[src/rtl/instr_decode_stage_if.sv]
// Handshake and decoded-bundle signals of the instruction decode stage.
// slave: the decode stage itself; master: the instruction source and bundle consumer.
interface instr_decode_stage_if #(
  parameter int unsigned XLEN  = 32,
  parameter int unsigned CNT_W = 16
);
  logic             instr_valid_i;
  logic             instr_ready_o;
  logic [31:0]      instr_i;
  logic             dec_valid_o;
  logic             dec_ready_i;
  logic [6:0]       opcode_o;
  logic [2:0]       imm_src_o;
  logic [XLEN-1:0]  imm_o;
  logic [4:0]       rd_o;
  logic [4:0]       rs1_o;
  logic [4:0]       rs2_o;
  logic             illegal_o;
  logic [CNT_W-1:0] illegal_cnt_o;

  modport slave (
    input  instr_valid_i, instr_i, dec_ready_i,
    output instr_ready_o, dec_valid_o, opcode_o, imm_src_o, imm_o,
           rd_o, rs1_o, rs2_o, illegal_o, illegal_cnt_o
  );

  modport master (
    output instr_valid_i, instr_i, dec_ready_i,
    input  instr_ready_o, dec_valid_o, opcode_o, imm_src_o, imm_o,
           rd_o, rs1_o, rs2_o, illegal_o, illegal_cnt_o
  );
endinterface

[src/rtl/instr_decode_stage.sv]
// Registered RISC-V decode stage: immediate select/extension, register fields,
// illegal-opcode flag, two-entry skid buffer and a saturating illegal counter.
// Optional macro DECODE_SYSTEM_EN: treat SYSTEM opcode as legal (CSR address as imm).
module instr_decode_stage #(
  parameter int unsigned XLEN  = 32,
  parameter int unsigned CNT_W = 16
) (
  input logic                  clk_i,
  input logic                  rst_i,
  instr_decode_stage_if.slave  bus
);

  localparam int unsigned OPC_W = 7;
  localparam int unsigned SRC_W = 3;

  localparam logic [OPC_W-1:0] OP_L      = 7'b0000011;
  localparam logic [OPC_W-1:0] OP_I      = 7'b0010011;
  localparam logic [OPC_W-1:0] OP_AUIPC  = 7'b0010111;
  localparam logic [OPC_W-1:0] OP_S      = 7'b0100011;
  localparam logic [OPC_W-1:0] OP_R      = 7'b0110011;
  localparam logic [OPC_W-1:0] OP_LUI    = 7'b0110111;
  localparam logic [OPC_W-1:0] OP_B      = 7'b1100011;
  localparam logic [OPC_W-1:0] OP_JALR   = 7'b1100111;
  localparam logic [OPC_W-1:0] OP_JAL    = 7'b1101111;
`ifdef DECODE_SYSTEM_EN
  localparam logic [OPC_W-1:0] OP_SYSTEM = 7'b1110011;
`endif

  localparam logic [SRC_W-1:0] EXT_I = 3'd0;
  localparam logic [SRC_W-1:0] EXT_S = 3'd1;
  localparam logic [SRC_W-1:0] EXT_B = 3'd2;
  localparam logic [SRC_W-1:0] EXT_J = 3'd3;
  localparam logic [SRC_W-1:0] EXT_U = 3'd4;

  localparam logic [CNT_W-1:0] CNT_MAX = '1;

  typedef struct packed {
    logic [OPC_W-1:0] opcode;
    logic [SRC_W-1:0] imm_src;
    logic [XLEN-1:0]  imm;
    logic [4:0]       rd;
    logic [4:0]       rs1;
    logic [4:0]       rs2;
    logic             illegal;
  } dec_t;

  typedef enum logic {S_EMPTY, S_FULL} state_t;

  state_t           state_q;
  dec_t             dec_c;
  dec_t             out_q;
  dec_t             skid_q;
  logic             out_valid_q;
  logic             ready_q;
  logic [CNT_W-1:0] cnt_q;
  logic             accept_c;
  logic             out_xfer_c;
  logic [31:0]      instr_c;

  assign instr_c    = bus.instr_i;
  assign accept_c   = bus.instr_valid_i & ready_q;
  assign out_xfer_c = out_valid_q & bus.dec_ready_i;

  // Combinational decode of the incoming instruction word.
  always_comb begin
    dec_c         = '0;
    dec_c.opcode  = instr_c[6:0];
    dec_c.rd      = instr_c[11:7];
    dec_c.rs1     = instr_c[19:15];
    dec_c.rs2     = instr_c[24:20];
    dec_c.imm_src = EXT_I;
    case (instr_c[6:0])
      OP_L, OP_I, OP_JALR: dec_c.imm = XLEN'($signed(instr_c[31:20]));
      OP_S: begin
        dec_c.imm_src = EXT_S;
        dec_c.imm     = XLEN'($signed({instr_c[31:25], instr_c[11:7]}));
      end
      OP_B: begin
        dec_c.imm_src = EXT_B;
        dec_c.imm     = XLEN'($signed({instr_c[31], instr_c[7], instr_c[30:25],
                                        instr_c[11:8], 1'b0}));
      end
      OP_JAL: begin
        dec_c.imm_src = EXT_J;
        dec_c.imm     = XLEN'($signed({instr_c[31], instr_c[19:12], instr_c[20],
                                        instr_c[30:21], 1'b0}));
      end
      OP_LUI, OP_AUIPC: begin
        dec_c.imm_src = EXT_U;
        dec_c.imm     = XLEN'($signed({instr_c[31:12], 12'b0}));
      end
      OP_R: dec_c.imm = '0;
`ifdef DECODE_SYSTEM_EN
      OP_SYSTEM: dec_c.imm = XLEN'(instr_c[31:20]);
`endif
      default: dec_c.illegal = 1'b1;
    endcase
  end

  // Skid-buffer FSM, output/skid registers and saturating illegal counter.
  always_ff @(posedge clk_i or posedge rst_i) begin
    if (rst_i) begin
      state_q     <= S_EMPTY;
      ready_q     <= 1'b1;
      out_valid_q <= 1'b0;
      out_q       <= '0;
      skid_q      <= '0;
      cnt_q       <= '0;
    end else begin
      if (accept_c && dec_c.illegal && (cnt_q != CNT_MAX)) begin
        cnt_q <= cnt_q + CNT_W'(1);
      end
      case (state_q)
        S_EMPTY: begin
          if (accept_c) begin
            if (out_valid_q && !bus.dec_ready_i) begin
              skid_q  <= dec_c;
              state_q <= S_FULL;
              ready_q <= 1'b0;
            end else begin
              out_q       <= dec_c;
              out_valid_q <= 1'b1;
            end
          end else if (out_xfer_c) begin
            out_valid_q <= 1'b0;
          end
        end
        S_FULL: begin
          if (out_xfer_c) begin
            out_q   <= skid_q;
            state_q <= S_EMPTY;
            ready_q <= 1'b1;
          end
        end
        default: begin
          state_q <= S_EMPTY;
          ready_q <= 1'b1;
        end
      endcase
    end
  end

  assign bus.instr_ready_o = ready_q;
  assign bus.dec_valid_o   = out_valid_q;
  assign bus.opcode_o      = out_q.opcode;
  assign bus.imm_src_o     = out_q.imm_src;
  assign bus.imm_o         = out_q.imm;
  assign bus.rd_o          = out_q.rd;
  assign bus.rs1_o         = out_q.rs1;
  assign bus.rs2_o         = out_q.rs2;
  assign bus.illegal_o     = out_q.illegal;
  assign bus.illegal_cnt_o = cnt_q;

endmodule

[src/flat_wrapper.sv]
// flat-port wrapper written by rule: the top's interface ports become plain ports
module instr_decode_stage_flat 
#(
  parameter int unsigned XLEN  = 32,
  parameter int unsigned CNT_W = 16
)
  (clk_i, rst_i, bus_instr_valid_i, bus_instr_i, bus_dec_ready_i, bus_instr_ready_o, bus_dec_valid_o, bus_opcode_o, bus_imm_src_o, bus_imm_o, bus_rd_o, bus_rs1_o, bus_rs2_o, bus_illegal_o, bus_illegal_cnt_o);
  instr_decode_stage_if #(.XLEN(XLEN), .CNT_W(CNT_W)) bus_i ();
  input logic clk_i;
  input logic rst_i;
  input wire logic [$bits(bus_i.instr_valid_i)-1:0] bus_instr_valid_i;
  input wire logic [$bits(bus_i.instr_i)-1:0] bus_instr_i;
  input wire logic [$bits(bus_i.dec_ready_i)-1:0] bus_dec_ready_i;
  output wire logic [$bits(bus_i.instr_ready_o)-1:0] bus_instr_ready_o;
  output wire logic [$bits(bus_i.dec_valid_o)-1:0] bus_dec_valid_o;
  output wire logic [$bits(bus_i.opcode_o)-1:0] bus_opcode_o;
  output wire logic [$bits(bus_i.imm_src_o)-1:0] bus_imm_src_o;
  output wire logic [$bits(bus_i.imm_o)-1:0] bus_imm_o;
  output wire logic [$bits(bus_i.rd_o)-1:0] bus_rd_o;
  output wire logic [$bits(bus_i.rs1_o)-1:0] bus_rs1_o;
  output wire logic [$bits(bus_i.rs2_o)-1:0] bus_rs2_o;
  output wire logic [$bits(bus_i.illegal_o)-1:0] bus_illegal_o;
  output wire logic [$bits(bus_i.illegal_cnt_o)-1:0] bus_illegal_cnt_o;
  assign bus_i.instr_valid_i = bus_instr_valid_i;
  assign bus_i.instr_i = bus_instr_i;
  assign bus_i.dec_ready_i = bus_dec_ready_i;
  assign bus_instr_ready_o = bus_i.instr_ready_o;
  assign bus_dec_valid_o = bus_i.dec_valid_o;
  assign bus_opcode_o = bus_i.opcode_o;
  assign bus_imm_src_o = bus_i.imm_src_o;
  assign bus_imm_o = bus_i.imm_o;
  assign bus_rd_o = bus_i.rd_o;
  assign bus_rs1_o = bus_i.rs1_o;
  assign bus_rs2_o = bus_i.rs2_o;
  assign bus_illegal_o = bus_i.illegal_o;
  assign bus_illegal_cnt_o = bus_i.illegal_cnt_o;
  instr_decode_stage #(.XLEN(XLEN), .CNT_W(CNT_W)) u_core (.clk_i(clk_i), .rst_i(rst_i), .bus(bus_i));
endmodule
[config.mk]
export PLATFORM = sky130hd
export DESIGN_NAME = instr_decode_stage_flat
export DESIGN_NICKNAME = d
export VERILOG_FILES = /design/src/rtl/instr_decode_stage_if.sv /design/src/rtl/instr_decode_stage.sv /design/src/flat_wrapper.sv
export SDC_FILE = /design/constraint.sdc
export NUM_CORES = 1
export LEC_CHECK = 0
export ABC_AREA = 1
export CORE_MARGIN = 2
export CORE_UTILIZATION = 45
export CTS_CLUSTER_SIZE = 14
export DETAILED_ROUTE_END_ITERATION = 8
export GPL_ROUTABILITY_DRIVEN = 0
export PLACE_DENSITY_LB_ADDON = 0.05
export SLEW_MARGIN = 0
export SYNTH_ARGS = -nofsm -noshare
export SYNTH_HDL_FRONTEND = slang
export SYNTH_SLANG_ARGS = --single-unit
[constraint.sdc]
create_clock -name clk_i -period 5.7 [get_ports clk_i]
set_input_delay 0.57 -clock clk_i [delete_from_list [all_inputs] [get_ports clk_i]]
set_output_delay 0.57 -clock clk_i [all_outputs]
set_load 0.02 [all_outputs]
# [Word level (Yosys, flattened, before mapping)]
# Index checks and enable logic that the tools add are counted.
[classes] bitwise=3 muxes=18 n_reduce_logical=12 add_sub_neg=1 eq_ne=15
[op_table] cell="2-to-1 mux 58 bit" n=3
[op_table] cell="case mux 32 bit (5 select lines)" n=1
[op_table] cell="case mux 58 bit (2 select lines)" n=1
[op_table] cell="equality test 7 x 6 -> 1 bit, second input constant" n=3
[op_table] cell="equality test 7 bit, second input constant" n=3
[op_table] cell="adder 16 x 1 -> 16 bit, second input constant" n=1
[op_table] cell="!= test 16 bit, second input constant" n=1
[op_table] cell="equality test 7 x 5 -> 1 bit, second input constant" n=2
[op_table] cell="case mux 3 bit (4 select lines)" n=1
[op_table] cell="AND reduction 3 bit" n=4
[op_table] cell="2-to-1 mux 1 bit" n=10
[op_table] cell="OR reduction 9 bit" n=1
[op_table] cell="equality test 7 x 2 -> 1 bit, second input constant" n=1
[op_table] cell="!= test 2 bit, second input constant" n=3
[op_table] cell="!= test 2 x 1 -> 1 bit, second input constant" n=2
[op_table] cell="case mux 1 bit (2 select lines)" n=2
[op_table] cell="logical AND 1 bit" n=3
[op_table] cell="OR reduction 3 bit" n=1
[op_table] cell="bitwise AND 1 bit" n=2
[op_table] cell="nonzero test 2 bit" n=1
[op_table] cell="OR reduction 2 bit" n=1
[op_table] cell="zero test 1 bit" n=1
[op_table] cell="inverter 1 bit" n=1
[totals] output_inout_bits=76 register_bits=135 in_bits=36

# [Depth between registers and ports, before layout]
[depth] word_depth=6 ltp_mapped=11 depth_no_buf=10

# [Worst setup path after synthesis]
# Ideal clock, no wire load.
[synth_timing] path_type="register to register" startpoint="register u_core.cnt_q[0], in the netlist u_core.bus.illegal_cnt_o[0]" endpoint="register u_core.cnt_q[9], in the netlist u_core.bus.illegal_cnt_o[9]" path_buffers=1 t_arrival_ns=1.746 slack_ns=3.887 path_stages_with_launch=10 t_required_ns=5.633 cell_sequence="dfrtp_1 -> ha_1 -> nand2_1 -> nor2_1 -> nand4_1 -> nor2_1 -> nor2_2 -> clkbuf_1 -> nand3_1 -> nand2_1"
[synth_via] elab_chain_cells=2
[synth_rtl] element="start, declared" line_no="instr_decode_stage.sv:55" text="logic [CNT_W-1:0] cnt_q;"
[synth_rtl] element="start signal, assigned" line_no="instr_decode_stage.sv:111" text="cnt_q <= cnt_q + CNT_W'(1);"
[synth_rtl] element="parallel branches: the longest is 2 deep, another holds adder 16 x 1 -> 16 bit"
# Parallel ways; which one is timed is not known.
# A chain may end at the register's enable or synchronous reset.

# [Worst setup path in the final report]
[layout_timing] startpoint="input port bus_instr_i[4]" endpoint="register u_core.cnt_q[2], in the netlist u_core.bus.illegal_cnt_o[2]"
[layout_via] elab_chain_cells=5
[layout_rtl] element="start, declared" line_no="flat_wrapper.sv:12" text="input wire logic [$bits(bus_i.instr_i)-1:0] bus_instr_i;"
[layout_rtl] element="equality test 7 x 6 -> 1 bit, or another cell as far along" line_no="instr_decode_stage.sv:72" text="case (instr_c[6:0])"
[layout_rtl] element="OR reduction 9 bit (no source line) (*)"
[layout_rtl] element="2-to-1 mux 1 bit (*)" line_no="instr_decode_stage.sv:72"
[layout_rtl] element="logical AND 1 bit (*) (2 in a row)" line_no="instr_decode_stage.sv:110" text="if (accept_c && dec_c.illegal && (cnt_q != CNT_MAX)) begin"
# Mark *: on every way between the ends. The rest lies on a longest branch, timed or not.

==> load_flow_metrics.sql <==
INSERT INTO impl_metrics (metric_group, metric, value, unit) VALUES
('clocking', 'cts_repair_resize_count', '0', ''),
('clocking', 'cts_sinks', '135', ''),
('routing', 'drt_pass1_iterations', '5', ''),
('worst_hold_path', 'worstHoldPathType', 'flop to flop', ''),
('synthesis', 'postSynthRegisterBits', '135', ''),
('timing', 'finalSetupViolations', '0', ''),
('clocking', 'cts_htree_levels', '4', ''),
('synthesis', 'dominant_combinational_cell_family_by_area_after_synthesis', 'simple AND/OR/NAND/NOR gates', ''),
('synthesis', 'synth_enable_flop_cells', '0', ''),
('routing', 'vias', '5889', ''),
('worst_setup_path', 'cp_class', 'input pin to flop', ''),
('worst_setup_path', 'rr_startpoint', 'u_core.bus.illegal_cnt_o[0]$_DFFE_PP0P_', ''),
('place', 'detailedPlacementHpwl', '11500', 'um'),
('synthesis', 'post_synth.cell_area_avg', '7.62', 'um^2'),
('die', 'die_height', '124', 'um'),
('global_route', 'gr-total-overflow', '0', ''),
('timing', 'setup_repair_after_global_routing_missed_its_margin', 'no', ''),
('die', 'effective_utilization_at_floorplan', '0.465', ''),
('synthesis', 'synth_seq_area_share', '0.520', ''),
('worst_setup_path', 'worst-r2r-cell-count', '9', ''),
('layout', 'post_route_cells_drive_above_1_share', '0.0596', ''),
('layout', 'post-route-util', '0.596', ''),
('global_route', 'grt_start_max_net_pins', '83', ''),
('routing', 'ant_nets', '0', ''),
('timing', 'final.min_clock_period', '2.63', 'ns'),
('worst_setup_path', 'critPathRequiredTime', '6.01', 'ns'),
('clocking', 'worst_setup_hold_path_clk_slew', '0.06', 'ns'),
('timing', 'final.hold.worst_slack', '0.474', 'ns'),
('worst_setup_path', 'endpoint_kind', 'flop', ''),
('clocking', 'clk_buf_depth', '2', ''),
('synthesis', 'syn_area', '0.00650', 'mm^2'),
('power', 'vdd_drop_max', '0.000194', 'V'),
('global_route', 'grt_pass1_vias', '5509', ''),
('synthesis', 'synthAdderAreaFrac', '0.00192', ''),
('global_route', 'wire_length_of_the_first_global_routing_pass', '27800', 'um'),
('clocking', 'clock-root-buffer', 'clkbuf_16', ''),
('power', 'power.density_cell_area', '283', 'mW/mm^2'),
('timing', 'maxSlewHeadroom', '0.323', ''),
('die', 'rows', '43', ''),
('clocking', 'cts_hold_buffers', '0', ''),
('timing', 'clock.fmax', '380', 'MHz'),
('layout', 'final_net_count', '980', ''),
('power', 'net-switching-power', '508', 'uW'),
('layout', 'syn_to_final_growth', '28.2', '%'),
('synthesis', 'synthDistinctLibCells', '29', ''),
('worst_setup_path', 'crit_path_start_kind', 'input pin', ''),
('timing', 'slew_violations', '0', ''),
('power', 'sequentialPowerShare', '0.421', ''),
('worst_setup_path', 'r2r_slack', '3.49', 'ns'),
('timing', 'worst_slew_pin_slew', '1.02', 'ns'),
('timing', 'endpoints_failing_hold', '0', ''),
('layout', 'final_common_cell', 'nand2_1', ''),
('synthesis', 'synth-warning-count', '0', ''),
('place', 'io_buffer_count', '111', ''),
('worst_setup_path', 'timing.critical_path.arrival', '2.94', 'ns'),
('die', 'floorplan.die.width', '124', 'um'),
('clocking', 'cts_buffers', '17', ''),
('power', 'cell_internal_pwr', '1850', 'uW'),
('synthesis', 'synth_cells', '853', ''),
('synthesis', 'xor_xnor_fraction_of_synth_area', '0.0162', ''),
('layout', 'insertedDiodeCount', '0', ''),
('routing', 'wl_per_cell', '15.4', 'um'),
('run_status', 'status', 'finished clean', ''),
('power', 'total_leakage_power', '0.00424', 'uW'),
('worst_hold_path', 'holdCritStartpoint', 'u_core.skid_q[52]$_DFFE_PP0P_', ''),
('timing', 'final.period_utilization', '0.462', ''),
('flow_run', 'number_of_maximum_capacitance_violations', '0', ''),
('global_route', 'grt_antenna_before_repair', '0', ''),
('worst_setup_path', 'cp-startpoint', 'bus_instr_i[4]', ''),
('die', 'placeableCoreArea', '0.0140', 'mm^2'),
('power', 'p_sw_frac', '0.215', '');
-- metal layers --
metal  wire, um  global-route usage
met5          0                   0
met4        283              0.0772
met1       8050               0.332
met2       8130               0.375
met3        979              0.0472
-- power by group through the flow --
stage	Sequential, uW	Combinational (uW)	Clock, uW
after global placement	1010	169	0
after floorplan	1030	51.6	0
final	993	169	1200
after detailed placement	1010	171	0
after CTS	993	172	1220
after global routing	994	185	1260
-- metrics by stage --
stage	cell area (um^2)	setup WS (ns)	instances
floorplan	6500	1.52	853
global placement	7680	2.81	1104
detailed placement	7680	2.68	1104
CTS	8340	3.06	1136
global route	8340	2.85	1136
finish	8340	3.07	1136
-- synth_stat cells (3+ instances only) --
library cell  number  area share
a21oi_1           10      0.0077
a31oi_1           49       0.047
buf_1              3      0.0017
buf_2             18       0.014
clkbuf_1          22       0.013
dfrtp_1          134        0.52
inv_1             37       0.021
inv_2              3      0.0017
nand2_1          294        0.17
nand2_2            4      0.0038
nand3_1           57       0.044
nand4_1            3      0.0029
nor2_1           162       0.094
o21ai_0           28       0.022
xnor2_1            4      0.0054
xor2_1             8       0.011
-- kinds of logic after synthesis --
family          after synthesis
simple gates                530
fa+ha+maj                     1
flops                       135
xor+xnor                     12
buf+inv                      86
compound gates               89
-- layout make-up --
| cell class | instances | area, um^2 | share of cell area |
|---|---|---|---|
| flip-flops and latches | 135 | 3380 | 0.405 |
| multi-input cells | 632 | 2770 | 0.332 |
| repair buffers | 117 | 1160 | 0.139 |
| clock buffers | 24 | 512 | 0.0614 |
| well taps | 180 | 225 | 0.0270 |
| inverters | 40 | 153 | 0.0183 |
| clock inverters | 8 | 140 | 0.0168 |
-- worst max-delay path: stages --
cell and delay [ns]:
clkdlybuf4s50_1 0.51, inv_2 0.06, nand2_2 0.07, nor2_2 0.07, nand2_1 0.32, nand3_1 0.22, nor3_4 0.64, nand2_4 0.27
nand2_1 0.13, nand2_1 0.06
-- how the worst min path moves through the flow --
| stage | endpoint | slack, ns | cells past startpoint |
|---|---|---|---|
| final | u_core.skid_q[52]$_DFFE_PP0P_ | 0.47 | 2 |
| after global routing | u_core.skid_q[15]$_DFFE_PP0P_ | 0.49 | 2 |
| after CTS | u_core.skid_q[52]$_DFFE_PP0P_ | 0.47 | 2 |
| after detailed placement | u_core.skid_q[52]$_DFFE_PP0P_ | 0.46 | 2 |
| after global placement | u_core.skid_q[13]$_DFFE_PP0P_ | 0.45 | 2 |
| after floorplan | u_core.skid_q[12]$_DFFE_PP0P_ | 0.44 | 2 |
-- registers in the layout, indices dropped and copies added, names as in the netlist, 3 cells and up --
name,flops
u_core.bus.illegal_cnt_o,16
u_core.bus.imm_o,32
u_core.bus.imm_src_o,3
u_core.bus.opcode_o,7
u_core.bus.rd_o,5
u_core.bus.rs1_o,5
u_core.bus.rs2_o,5
u_core.skid_q,58
Note: power is estimated with default switching activity, not from simulation.
